===== src/rtl/alu_pkg.sv =====
// Shared types for the integer execute unit: ALU op codes, RV opcodes and FSM states.
package alu_pkg;

  typedef enum logic [3:0] {
    ALU_ADD,
    ALU_SUB,
    ALU_SLL,
    ALU_SLT,
    ALU_SLTU,
    ALU_XOR,
    ALU_SRL,
    ALU_SRA,
    ALU_OR,
    ALU_AND,
    ALU_PASS_B
  } alu_op_t;

  localparam logic [6:0] OPC_LOAD  = 7'b0000011;
  localparam logic [6:0] OPC_STORE = 7'b0100011;
  localparam logic [6:0] OPC_OPIMM = 7'b0010011;
  localparam logic [6:0] OPC_OP    = 7'b0110011;
  localparam logic [6:0] OPC_LUI   = 7'b0110111;
  localparam logic [6:0] OPC_AUIPC = 7'b0010111;

  typedef enum logic [1:0] {
    ST_IDLE,
    ST_BUSY,
    ST_DONE
  } state_t;

  function automatic logic isShiftOp(input alu_op_t op);
    return (op == ALU_SLL) || (op == ALU_SRL) || (op == ALU_SRA);
  endfunction

endpackage


===== src/rtl/alu_op_decode.sv =====
// Combinational RV32I/RV64I decode of opcode/funct3/funct7 into an ALU op plus an illegal flag.
module alu_op_decode import alu_pkg::*; #(
  parameter int XLEN = 32
) (
  input  logic [6:0] opcode_i,
  input  logic [2:0] funct3_i,
  input  logic [6:0] funct7_i,
  output alu_op_t    alu_op_o,
  output logic       illegal_o
);

  // On RV64 funct7[0] of a shift immediate is shamt[5], so it is excluded from the checks.
  localparam logic [6:0] SHAMT_HI = (XLEN == 64) ? 7'b0000001 : 7'b0000000;

  always_comb begin
    alu_op_o  = ALU_ADD;
    illegal_o = 1'b0;
    case (opcode_i)
      OPC_LOAD, OPC_STORE, OPC_AUIPC: alu_op_o = ALU_ADD;
      OPC_LUI:                        alu_op_o = ALU_PASS_B;
      OPC_OP: begin
        if ((funct7_i != 7'b0000000) && (funct7_i != 7'b0100000)) begin
          illegal_o = 1'b1;
        end else if (funct7_i[5] && (funct3_i != 3'b000) && (funct3_i != 3'b101)) begin
          illegal_o = 1'b1;
        end else begin
          case (funct3_i)
            3'b000:  alu_op_o = funct7_i[5] ? ALU_SUB : ALU_ADD;
            3'b001:  alu_op_o = ALU_SLL;
            3'b010:  alu_op_o = ALU_SLT;
            3'b011:  alu_op_o = ALU_SLTU;
            3'b100:  alu_op_o = ALU_XOR;
            3'b101:  alu_op_o = funct7_i[5] ? ALU_SRA : ALU_SRL;
            3'b110:  alu_op_o = ALU_OR;
            default: alu_op_o = ALU_AND;
          endcase
        end
      end
      OPC_OPIMM: begin
        case (funct3_i)
          3'b000:  alu_op_o = ALU_ADD;
          3'b001: begin
            alu_op_o  = ALU_SLL;
            illegal_o = ((funct7_i & ~SHAMT_HI) != 7'b0000000);
          end
          3'b010:  alu_op_o = ALU_SLT;
          3'b011:  alu_op_o = ALU_SLTU;
          3'b100:  alu_op_o = ALU_XOR;
          3'b101: begin
            alu_op_o  = funct7_i[5] ? ALU_SRA : ALU_SRL;
            illegal_o = ((funct7_i & ~(7'b0100000 | SHAMT_HI)) != 7'b0000000);
          end
          3'b110:  alu_op_o = ALU_OR;
          default: alu_op_o = ALU_AND;
        endcase
      end
      default: illegal_o = 1'b1;
    endcase
  end

endmodule


===== src/rtl/alu_exec_unit.sv =====
// Integer execute unit with valid/ready handshakes and a registered result.
// Define ALU_BARREL_SHIFT_EN for single-cycle shifts; otherwise shifts iterate SHIFT_STEP bits per cycle.
module alu_exec_unit import alu_pkg::*; #(
  parameter int XLEN       = 32,
  parameter int SHIFT_STEP = 1
) (
  input  logic            clk,
  input  logic            rst,
  input  logic            in_valid,
  output logic            in_ready,
  input  logic [6:0]      opcode,
  input  logic [2:0]      funct3,
  input  logic [6:0]      funct7,
  input  logic [XLEN-1:0] op_a,
  input  logic [XLEN-1:0] op_b,
  output logic            out_valid,
  input  logic            out_ready,
  output logic [XLEN-1:0] result,
  output logic            zero,
  output logic            illegal
);

  localparam int SHW = $clog2(XLEN);
  localparam int CW  = SHW + 1;
  localparam logic [CW-1:0] STEP = CW'(SHIFT_STEP);

  state_t          state_q, state_d;
  alu_op_t         op_q, op_d;
  logic [XLEN-1:0] work_q, work_d;
  logic [CW-1:0]   rem_q, rem_d;
  logic [XLEN-1:0] result_q, result_d;
  logic            zero_q, zero_d;
  logic            illegal_q, illegal_d;

  alu_op_t         decOp;
  logic            decIllegal;
  logic [SHW-1:0]  shamt;
  logic            accept;
  logic            goBusy;
  logic [XLEN-1:0] computed;
  logic [CW-1:0]   stepAmt;
  logic [XLEN-1:0] shifted;

  alu_op_decode #(.XLEN(XLEN)) u_decode (
    .opcode_i  (opcode),
    .funct3_i  (funct3),
    .funct7_i  (funct7),
    .alu_op_o  (decOp),
    .illegal_o (decIllegal)
  );

  // Single-cycle result; in the iterative build a shift only lands here when shamt is zero.
  function automatic logic [XLEN-1:0] aluCompute(input alu_op_t op,
                                                 input logic [XLEN-1:0] a,
                                                 input logic [XLEN-1:0] b);
    logic [XLEN-1:0] r;
`ifdef ALU_BARREL_SHIFT_EN
    logic [SHW-1:0] sh;
    sh = b[SHW-1:0];
`endif
    case (op)
      ALU_ADD:    r = a + b;
      ALU_SUB:    r = a - b;
      ALU_SLT:    r = {{(XLEN-1){1'b0}}, ($signed(a) < $signed(b))};
      ALU_SLTU:   r = {{(XLEN-1){1'b0}}, (a < b)};
      ALU_XOR:    r = a ^ b;
      ALU_OR:     r = a | b;
      ALU_AND:    r = a & b;
      ALU_PASS_B: r = b;
`ifdef ALU_BARREL_SHIFT_EN
      ALU_SLL:    r = a << sh;
      ALU_SRL:    r = a >> sh;
      ALU_SRA:    r = $signed(a) >>> sh;
`else
      ALU_SLL, ALU_SRL, ALU_SRA: r = a;
`endif
      default:    r = '0;
    endcase
    return r;
  endfunction

  assign shamt    = op_b[SHW-1:0];
  assign in_ready = !rst && ((state_q == ST_IDLE) || ((state_q == ST_DONE) && out_ready));
  assign accept   = in_valid && in_ready;
  assign computed = decIllegal ? '0 : aluCompute(decOp, op_a, op_b);

`ifdef ALU_BARREL_SHIFT_EN
  assign goBusy = 1'b0;
`else
  assign goBusy = isShiftOp(decOp) && !decIllegal && (shamt != '0);
`endif

  // Last step may be shorter than SHIFT_STEP so the total never overshoots shamt.
  always_comb begin
    stepAmt = (rem_q > STEP) ? STEP : rem_q;
    case (op_q)
      ALU_SLL: shifted = work_q << stepAmt;
      ALU_SRA: shifted = $signed(work_q) >>> stepAmt;
      default: shifted = work_q >> stepAmt;
    endcase
  end

  always_comb begin
    state_d   = state_q;
    op_d      = op_q;
    work_d    = work_q;
    rem_d     = rem_q;
    result_d  = result_q;
    zero_d    = zero_q;
    illegal_d = illegal_q;
    if (state_q == ST_BUSY) begin
      work_d = shifted;
      rem_d  = rem_q - stepAmt;
      if (rem_q == stepAmt) begin
        state_d   = ST_DONE;
        result_d  = shifted;
        zero_d    = (shifted == '0);
        illegal_d = 1'b0;
      end
    end else if (accept) begin
      if (goBusy) begin
        state_d = ST_BUSY;
        op_d    = decOp;
        work_d  = op_a;
        rem_d   = {1'b0, shamt};
      end else begin
        state_d   = ST_DONE;
        result_d  = computed;
        zero_d    = (computed == '0);
        illegal_d = decIllegal;
      end
    end else if ((state_q == ST_DONE) && out_ready) begin
      state_d = ST_IDLE;
    end
  end

  always_ff @(posedge clk) begin
    if (rst) begin
      state_q   <= ST_IDLE;
      op_q      <= ALU_ADD;
      work_q    <= '0;
      rem_q     <= '0;
      result_q  <= '0;
      zero_q    <= 1'b0;
      illegal_q <= 1'b0;
    end else begin
      state_q   <= state_d;
      op_q      <= op_d;
      work_q    <= work_d;
      rem_q     <= rem_d;
      result_q  <= result_d;
      zero_q    <= zero_d;
      illegal_q <= illegal_d;
    end
  end

  assign out_valid = (state_q == ST_DONE);
  assign result    = result_q;
  assign zero      = zero_q;
  assign illegal   = illegal_q;

endmodule


===== config.mk =====
export PLATFORM = sky130hd
export DESIGN_NAME = alu_exec_unit
export DESIGN_NICKNAME = d
export VERILOG_FILES = /design/src/rtl/alu_pkg.sv /design/src/rtl/alu_op_decode.sv /design/src/rtl/alu_exec_unit.sv
export SDC_FILE = /design/constraint.sdc
export NUM_CORES = 1
export LEC_CHECK = 0
export CAP_MARGIN = 20
export CORE_ASPECT_RATIO = 0.6
export CORE_MARGIN = 3
export CORE_UTILIZATION = 45
export DETAILED_ROUTE_END_ITERATION = 8
export GPL_ROUTABILITY_DRIVEN = 0
export GPL_TIMING_DRIVEN = 0
export PLACE_DENSITY_LB_ADDON = 0.15
export SYNTH_ARGS = -nofsm -noshare
export SYNTH_HDL_FRONTEND = slang
export SYNTH_SLANG_ARGS = --single-unit

===== constraint.sdc =====
create_clock -name clk -period 9.8 [get_ports clk]
set_input_delay 1.96 -clock clk [delete_from_list [all_inputs] [get_ports clk]]
set_output_delay 1.96 -clock clk [all_outputs]
set_load 0.01 [all_outputs]

==> results.md, run 1 <==
- sky130_fd_sc_hd__dfxtp_1 takes more of the synthesized area than any other cell.
- The first global-routing pass estimated 67900 um of wire.
- The per-cell via count in the routed design is 6.92.
- Sequential cells were found to cover 15.7% of the synthesized design area.
- For this design the ratio of total power to cell area is 94.7 mW/mm^2.
- The clock passes through at most 2 buffers.
- Ranked by total cell area, the synthesized netlist is headed by sky130_fd_sc_hd__dfxtp_1, sky130_fd_sc_hd__ha_1, sky130_fd_sc_hd__a21oi_1.
- The number of optimization iterations in the first detailed-route pass is 8.
- The area growth from synthesis to layout is 19.1%.
- The tightest hold path in the finished design has a slack of 460 ps.
- The wire length reported by the detailed router is 46000 um.
- Excluding fillers, the count of instances in the completed layout stands at 1862.
- The initial antenna violation count is 0.
- The instance area after placement is 0.0115 sq mm.
- The largest delay contributor family on the critical path is compound AO/OA/AOI/OAI gates.
- On the worst path, the slowest cell contributes a delay of 790 ps.
- The maximum vdd drop is 94.5 uV.
- The final number of max-transition violations is 0.
- For the finished layout, the period the worst path requires is 7210 ps.
- Counting every sink on the clock net gives 78.
- The largest driver fanout on the critical path is 6.
- The area of the die is 0.0239 sq mm.
- TritonCTS built the clock tree.
- The DRC violation count after routing is 0.
- The number of levels the H-tree was split into is 3.
- STA classifies the critical path endpoint as a flop.
- By count the netlist is led by sky130_fd_sc_hd__nor2_1, sky130_fd_sc_hd__a21oi_1, sky130_fd_sc_hd__nand2_1.
- The critical path required time is 10080 ps.
- The instance count after placement with tap cells included is 1845.
- Setup violations remaining at the end of the flow were counted as 0.
- The register clock-pin slew on the reported worst setup and hold paths is 70 ps.
- For this run the aggregate overflow at the end of global routing stands at 0.
- Summing every instance area after synthesis gives 0.00993 sq mm.
- Dividing the detail-routed wire length by the instance count gives 24.7 um.
- In this run, synthesis produced a sequential element count of 78.
- The critical path class is input pin to flop.
- The utilization after layout is 55.4%.
- The post-cts repair resize count is 0.
- The count of buffer and inverter cells on the critical path is 2.
- The slowest stage cell on the critical path is sky130_fd_sc_hd__nor3_1.
- The initial DRC count is 2539.
- Setup repair after global routing left no endpoint under its margin.
- The flow ran to the end, and the final reports show no timing, DRC or antenna violations.
- TritonCTS created 9 clock buffers.
- The remaining max-slew budget at the tightest pin is 28.1%.
- The floorplan die height is 121 um.
- Hold repair after CTS inserted 0 buffers.
- Detailed placement ended at an HPWL of 36600 um.
- The synthesized area divided by synthesized cell count is 6.89 sq um.
- In this run the static leakage power is 4.42 nW.
- The final instance area is 0.0118 sq mm.
- Once detail routing completed, the nets flagged for antenna violations numbered 0.
- The worst setup slack after layout is 2590 ps.
- Summing over every cut layer, the via total after detailed routing is 12.9k.
- The worst hold-check path type is flop to flop.
- 0 antenna diodes ended up in the layout.
- Entering global routing, the biggest net connects 14 pins.
- Max-cap violations in this run came to 0.
- The post-route netlist has 3.60% of its cells at a drive strength greater than 1.
- The most numerous cell in the Yosys netlist is sky130_fd_sc_hd__nor2_1.
- The distinct cell type count after synthesis is 88.
- The later pin in the worst-skew pair is clocked with a latency of 340 ps.
- The combined global-route utilization of all metal layers is 36.9%.
- The number of synthesized flops with an enable pin is 0.
- Walking the worst path, the cells encountered are clkdlybuf4s50_1, ha_1, inv_1, fa_1, nor2b_1, o311ai_1, a2111oi_0, nor3_1, o21ai_0, a221o_1, a21o_1, o41ai_1, and4b_1, and4_1, a31o_1.
- Data arrives at the worst endpoint at 7500 ps.
- The number of global-route vias before repair was 11.3k.
- Buffers placed on the I/O ports in this run total 119.
- In this run the count of I/O pins placed on the die edge is 121.
- The count of final hold-check violations was 0.
- The post-route total power is 1.12 mW.
- Synthesis produced a netlist with a net count of 1626.
- The slew of the pin with the lowest slew margin is 1070 ps.
- The number of buffers inserted to repair setup after CTS is 0.
- Clock skew on the completed layout was measured at 11.7 ps.
- During synthesis, Yosys emitted a total of 0 warnings.
- Timing analysis after detailed placement gives a worst setup slack of 2620 ps.
- In the synthesized netlist the dominant register cell turns out to be sky130_fd_sc_hd__dfxtp_1.
- Measured along the x axis, the die boundary spans 198 um.
- The effective utilization at floorplan is 46.5%.
- At the end of the flow, the number of nets in the layout was 1763.
- In the synthesized netlist the async set-or-reset flop fraction comes to 0%.
- The cell count after synthesis came out at 1441.
- In this run the core area contains 41 standard-cell rows.
- The core outline area is 0.0213 sq mm.
- Dividing the final minimum period by the clock period gives 73.6%.
- The tree is rooted in a sky130_fd_sc_hd__clkbuf_16.
- The worst setup path is launched from an input pin.
- The share of synthesized area in the top cell type comes to 15.7%.
- The summed negative setup slack over all endpoints is 0 ps.
- Static timing analysis puts the maximum clock frequency at 139 MHz.
==> worst register-to-register path: stages (launching register included) <==
cell and delay [ps]:
sky130_fd_sc_hd__dfxtp_1 310, sky130_fd_sc_hd__nand2b_1 150, sky130_fd_sc_hd__nor3_1 400, sky130_fd_sc_hd__buf_2 310, sky130_fd_sc_hd__clkbuf_1 730, sky130_fd_sc_hd__mux2i_1 270, sky130_fd_sc_hd__nand2_1 60, sky130_fd_sc_hd__o21ai_0 180
sky130_fd_sc_hd__nand4_1 190, sky130_fd_sc_hd__nor4_1 600, sky130_fd_sc_hd__nand4_1 170, sky130_fd_sc_hd__a21oi_1 200, sky130_fd_sc_hd__a31o_1 120
==> report_power, final <==
part           switching (mW)  total, mW  internal [mW]
Sequential            0.00472      0.330          0.326
Clock                   0.139      0.346          0.206
Combinational           0.281      0.443          0.163
==> cells by family after synthesis <==
kind of cell | count (synthesis) | share of synthesized area, %
mux | 39 | 3.97
simple gates | 481 | 22.7
flops | 78 | 15.7
buf+inv | 191 | 7.39
xor+xnor | 24 | 2.12
compound gates | 528 | 35.3
fa+ha+maj | 100 | 12.8
==> registers in the layout, indices dropped and copies added (netlist names) <==
signal   count
result      32
zero         1
state_q      2
rem_q        6
work_q      32
illegal      1
op_q         4
==> routing by layer <==
layer | wire length (um) | global-route usage, %
met1 | 18700 | 53.8
met2 | 16400 | 47.1
met3 | 9060 | 17.8
met4 | 1850 | 9.89
met5 | 0 | 0
==> area by class of cell <==
type,instances,area (sq um)
flip-flops and latches,78,1560
clock inverters,4,52.6
clock buffers,12,246
multi-input cells,1172,7640
well taps,279,349
inverters,100,375
fillers,2107,9520
plain buffers,91,358
repair buffers,126,1240
==> worst paths after layout <==
kind                            cells past startpoint  endpoint     start  slack (ps)
worst min register to register                      2  rem_q[5]  rem_q[5]         460
worst max-delay path                               15      zero   op_b[0]        2590
worst min-delay path                                2  rem_q[5]  rem_q[5]         460
worst max register to register                     12      zero   op_q[3]        6080
==> cells in the final DEF, fill, tap and decap left out, types with 8 or more instances in the layout <==
cell and count:
sky130_fd_sc_hd__a211oi_1 21, sky130_fd_sc_hd__o21ai_0 114, sky130_fd_sc_hd__nor2_1 164, sky130_fd_sc_hd__inv_1 97, sky130_fd_sc_hd__mux2i_1 36, sky130_fd_sc_hd__clkbuf_16 9
sky130_fd_sc_hd__a21o_1 14, sky130_fd_sc_hd__a22o_1 8, sky130_fd_sc_hd__o211ai_1 27, sky130_fd_sc_hd__a221oi_1 38, sky130_fd_sc_hd__dfxtp_1 78, sky130_fd_sc_hd__nor4_1 18
sky130_fd_sc_hd__or3_1 9, sky130_fd_sc_hd__nor3_1 42, sky130_fd_sc_hd__buf_2 10, sky130_fd_sc_hd__clkdlybuf4s50_1 119, sky130_fd_sc_hd__o31ai_1 13, sky130_fd_sc_hd__nand2_1 130
sky130_fd_sc_hd__nand2b_1 11, sky130_fd_sc_hd__and2_1 9, sky130_fd_sc_hd__nor2b_1 12, sky130_fd_sc_hd__o21bai_1 8, sky130_fd_sc_hd__xnor2_1 24, sky130_fd_sc_hd__a21oi_1 149
sky130_fd_sc_hd__a31oi_1 21, sky130_fd_sc_hd__ha_1 98, sky130_fd_sc_hd__a22oi_1 18, sky130_fd_sc_hd__clkbuf_1 83, sky130_fd_sc_hd__nand3_1 28, sky130_fd_sc_hd__nand4_1 20
Power figures use the tool's default switching activity.
==> inputs of run 2 (changes only) <==
==> constraint.sdc (replaced) <==
create_clock -name clk -period 6.6 [get_ports clk]
set_input_delay 1.32 -clock clk [delete_from_list [all_inputs] [get_ports clk]]
set_output_delay 1.32 -clock clk [all_outputs]
set_load 0.01 [all_outputs]
==> run 2 against run 1 <==
Count of clock-buffer cells in the layout did not move. Setup slack worse by 2300 ps. Critical path type unchanged. Clock skew down 0.69 ps. Sequential power increased by 49%. Utilization about the same. Critical path depth is the same. Worst hold slack lost 2.0 ps. Sequential share of layout area about the same.
==> results.md, run 2 (synthesis results as in run 1) <==
- Worst-path cell chain: clkdlybuf4s50_1, ha_1, inv_1, fa_1, nor2b_1, o311ai_1, a2111oi_0, nor3_2, o21ai_0, a221o_1, a21o_1, o41ai_1, and4b_1, and4_1, a31o_1 (was clkdlybuf4s50_1, ha_1, inv_1, fa_1, nor2b_1, o311ai_1, a2111oi_0, nor3_1, o21ai_0, a221o_1, a21o_1, o41ai_1, and4b_1, and4_1, a31o_1).
- The wire length of the first global-routing pass is 67900 um (unchanged).
- The number of rows in the core area is 41 (unchanged).
- Outcome: finished clean (unchanged).
- The number of failing setup endpoints in the final timing report came to 0 (unchanged).
- The critical path required time is 6890 ps (was 10080 ps).
- The worst slack after detailed placement is 63.2 ps (was 2620 ps).
- The most common cell after layout, fill and taps aside was sky130_fd_sc_hd__nor2_1 (unchanged).
- Commonest cells after routing, fill and taps aside: sky130_fd_sc_hd__nor2_1, sky130_fd_sc_hd__a21oi_1, sky130_fd_sc_hd__nand2_1 (unchanged).
- The hold path endpoint was rem_q[5] (unchanged).
- The number of sinks driven by the clock tree is 78 (unchanged).
- The data arrival time of the worst path is 6580 ps (was 7500 ps).
- The slew of the pin with the lowest slew margin is 1010 ps (was 1070 ps).
- The number of levels the H-tree was split into was 3 (unchanged).
- The worst setup slack after layout is 310 ps (was 2590 ps).
- The largest driver fanout on the critical path came to 6 (unchanged).
- The total clock buffers created by CTS is 9 (unchanged).
- The core outline area is 0.0213 sq mm (unchanged).
- The worst reg-to-reg setup slack is 2840 ps (was 6080 ps).
- The clock period could shrink to 6290 ps.
- The number of filler cells placed in the layout was 2105 (was 2107).
- The total of hold buffers inserted after clock tree synthesis is 0 (unchanged).
- The area of the die is 0.0239 sq mm (unchanged).
- The CTS tree was built (unchanged).
- The effective utilization at floorplan is 46.5% (unchanged).
- The floorplan die height was 121 um (unchanged).
- The combined global-route utilization of all metal layers is 36.9% (unchanged).
- The maximum vdd drop is 140 uV (was 94.5 uV).
- The instance count after placement with tap cells included is 1845 (unchanged).
- The number of buffer cells added on primary ports was 119 (unchanged).
- The startpoint type of the worst setup path is an input pin (unchanged).
- The total congestion overflow after global routing was 0 (unchanged).
- The max-capacitance violation count came to 0 (unchanged).
- The number of optimization iterations in the first detailed-route pass came to 7 (was 8).
- The total power divided by cell area came to 140 mW/mm^2 (was 94.7 mW/mm^2).
- The highest achievable clock rate is 159 MHz.
- The startpoint of the lowest-slack hold path is rem_q[5] (unchanged).
- The source of the worst register-to-register timing path is op_q[3] (unchanged).
- The wire length reported by the detailed router was 46000 um (about the same).
- The number of buffers inserted to repair setup after CTS is 0 (unchanged).
- The DRC violation count after routing is 0 (unchanged).
- The master cell of the clock root buffer is sky130_fd_sc_hd__clkbuf_16 (unchanged).
- The kind of end point of the critical path is a flop (unchanged).
- The initial antenna violation count came to 0 (unchanged).
- The area overhead of the layout relative to synthesis is 19.2% (was 19.1%).
- The leakage power is 4.42 nW (about the same).
- The half-perimeter wire length after detailed placement came to 36600 um (unchanged).
- The critical path class is input pin to flop (unchanged).
- The final number of max-transition violations is 0 (unchanged).
- The clock network latency to the later pin of the worst-skew pair is 340 ps (about the same).
- The die extent in x came to 198 um (unchanged).
- The final non-filler cell total is 1862 (unchanged).
- The count of antenna diodes in the layout was 0 (unchanged).
- The post-route total power came to 1.66 mW (was 1.12 mW).
- The total number of vias is 12.8k (was 12.9k).
- The count of final hold-check violations is 0 (unchanged).
- The final worst clock skew is 11.1 ps (was 11.7 ps).
- The post-cts repair resize count is 0 (unchanged).
- The layout cell share with drive strength beyond 1 was 3.73% (was 3.60%).
- The fraction of the cycle the final worst path needs is 95.3%.
- The number of buffers on the longest clock path is 2 (unchanged).
- The number of top-level design ports is 121 (unchanged).
- The reg-to-reg critical path endpoint is zero (unchanged).
- Setup repair after global routing missed its margin: no (unchanged).
- The number of cell instances on the worst register-to-register path is 12 (unchanged).
- The slowest stage cell on the critical path is sky130_fd_sc_hd__o41ai_1 (was sky130_fd_sc_hd__nor3_1).
- The initial DRC count is 2600 (was 2539).
- The largest net degree at the start of global routing came to 14 (unchanged).
- The number of global-route vias before repair is 11.3k (unchanged).
- The stage delay of the slowest cell on the critical path is 770 ps (was 790 ps).
- The hold-critical path depth was 2 (unchanged).
- The worst hold-check path type was flop to flop (unchanged).
- The register clock-pin slew on the reported worst setup and hold paths came to 70 ps (about the same).
- The wire length per cell after detailed routing is 24.7 um (about the same).
- The remaining max-slew budget at the tightest pin came to 32.6% (was 28.1%).
- The remaining antenna violation count came to 0 (unchanged).
- The per-cell via count in the routed design is 6.88 (was 6.92).
- The net count of the finished layout is 1763 (unchanged).
[run 2: cell counts in the layout (fill, tap and decap cells not counted)]
No cell type changed its count.
[run 2: routing by layer]
metal  up-vias  wire [um]  track usage, %
li1       5601          -               -
met4         0       1870            9.89
met5         -          0               0
met3       190       8830            17.8
met1      5859      18900            53.8
met2      1157      16400            47.1
[run 2: metrics by stage]
stage | utilization [%] | instance area [sq um] | hold slack, ps | TNS [ps]
2_1_floorplan | - | 9930 | 428 | 0
3_3_place_gp | 53.7 | 11500 | 447 | -481
3_5_place_dp | 54.0 | 11500 | 446 | 0
4_1_cts | 55.4 | 11800 | 459 | 0
5_1_grt | 55.4 | 11800 | 487 | 0
6_report | 55.4 | 11800 | 458 | 0
[run 2: how the worst max path moves through the flow]
stage / start / endpoint / slack (ps) / cells past startpoint
after floorplan: op_a[0] / zero / 1950 / 15
after global placement: op_a[3] / zero / -480 / 15
after detailed placement: op_b[0] / zero / 60 / 15
after CTS: op_b[0] / zero / 410 / 15
after global routing: op_b[0] / zero / 200 / 15
final: op_b[0] / zero / 310 / 15
[run 2: final cells by class]
cell class              count  area (sq um)  area share, %
well taps                 279           349           2.95
repair buffers            126          1240           10.4
clock inverters             4          52.6          0.444
flip-flops and latches     78          1560           13.2
inverters                 100           375           3.17
multi-input cells        1172          7650           64.7
plain buffers              91           358           3.02
clock buffers              12           246           2.08
[run 2: critical path: cells and delay by family]
family,cells,cell delay (ps)
buffers and inverters,2,720
adder cells (fa/ha/maj),2,670
AO/OA/AOI/OAI,7,2650
AND/OR/NAND/NOR,4,1210
[run 2: power by group]
part	switching, mW	internal [mW]
sequential	0.00710	0.484
combinational	0.417	0.242
clock	0.207	0.306
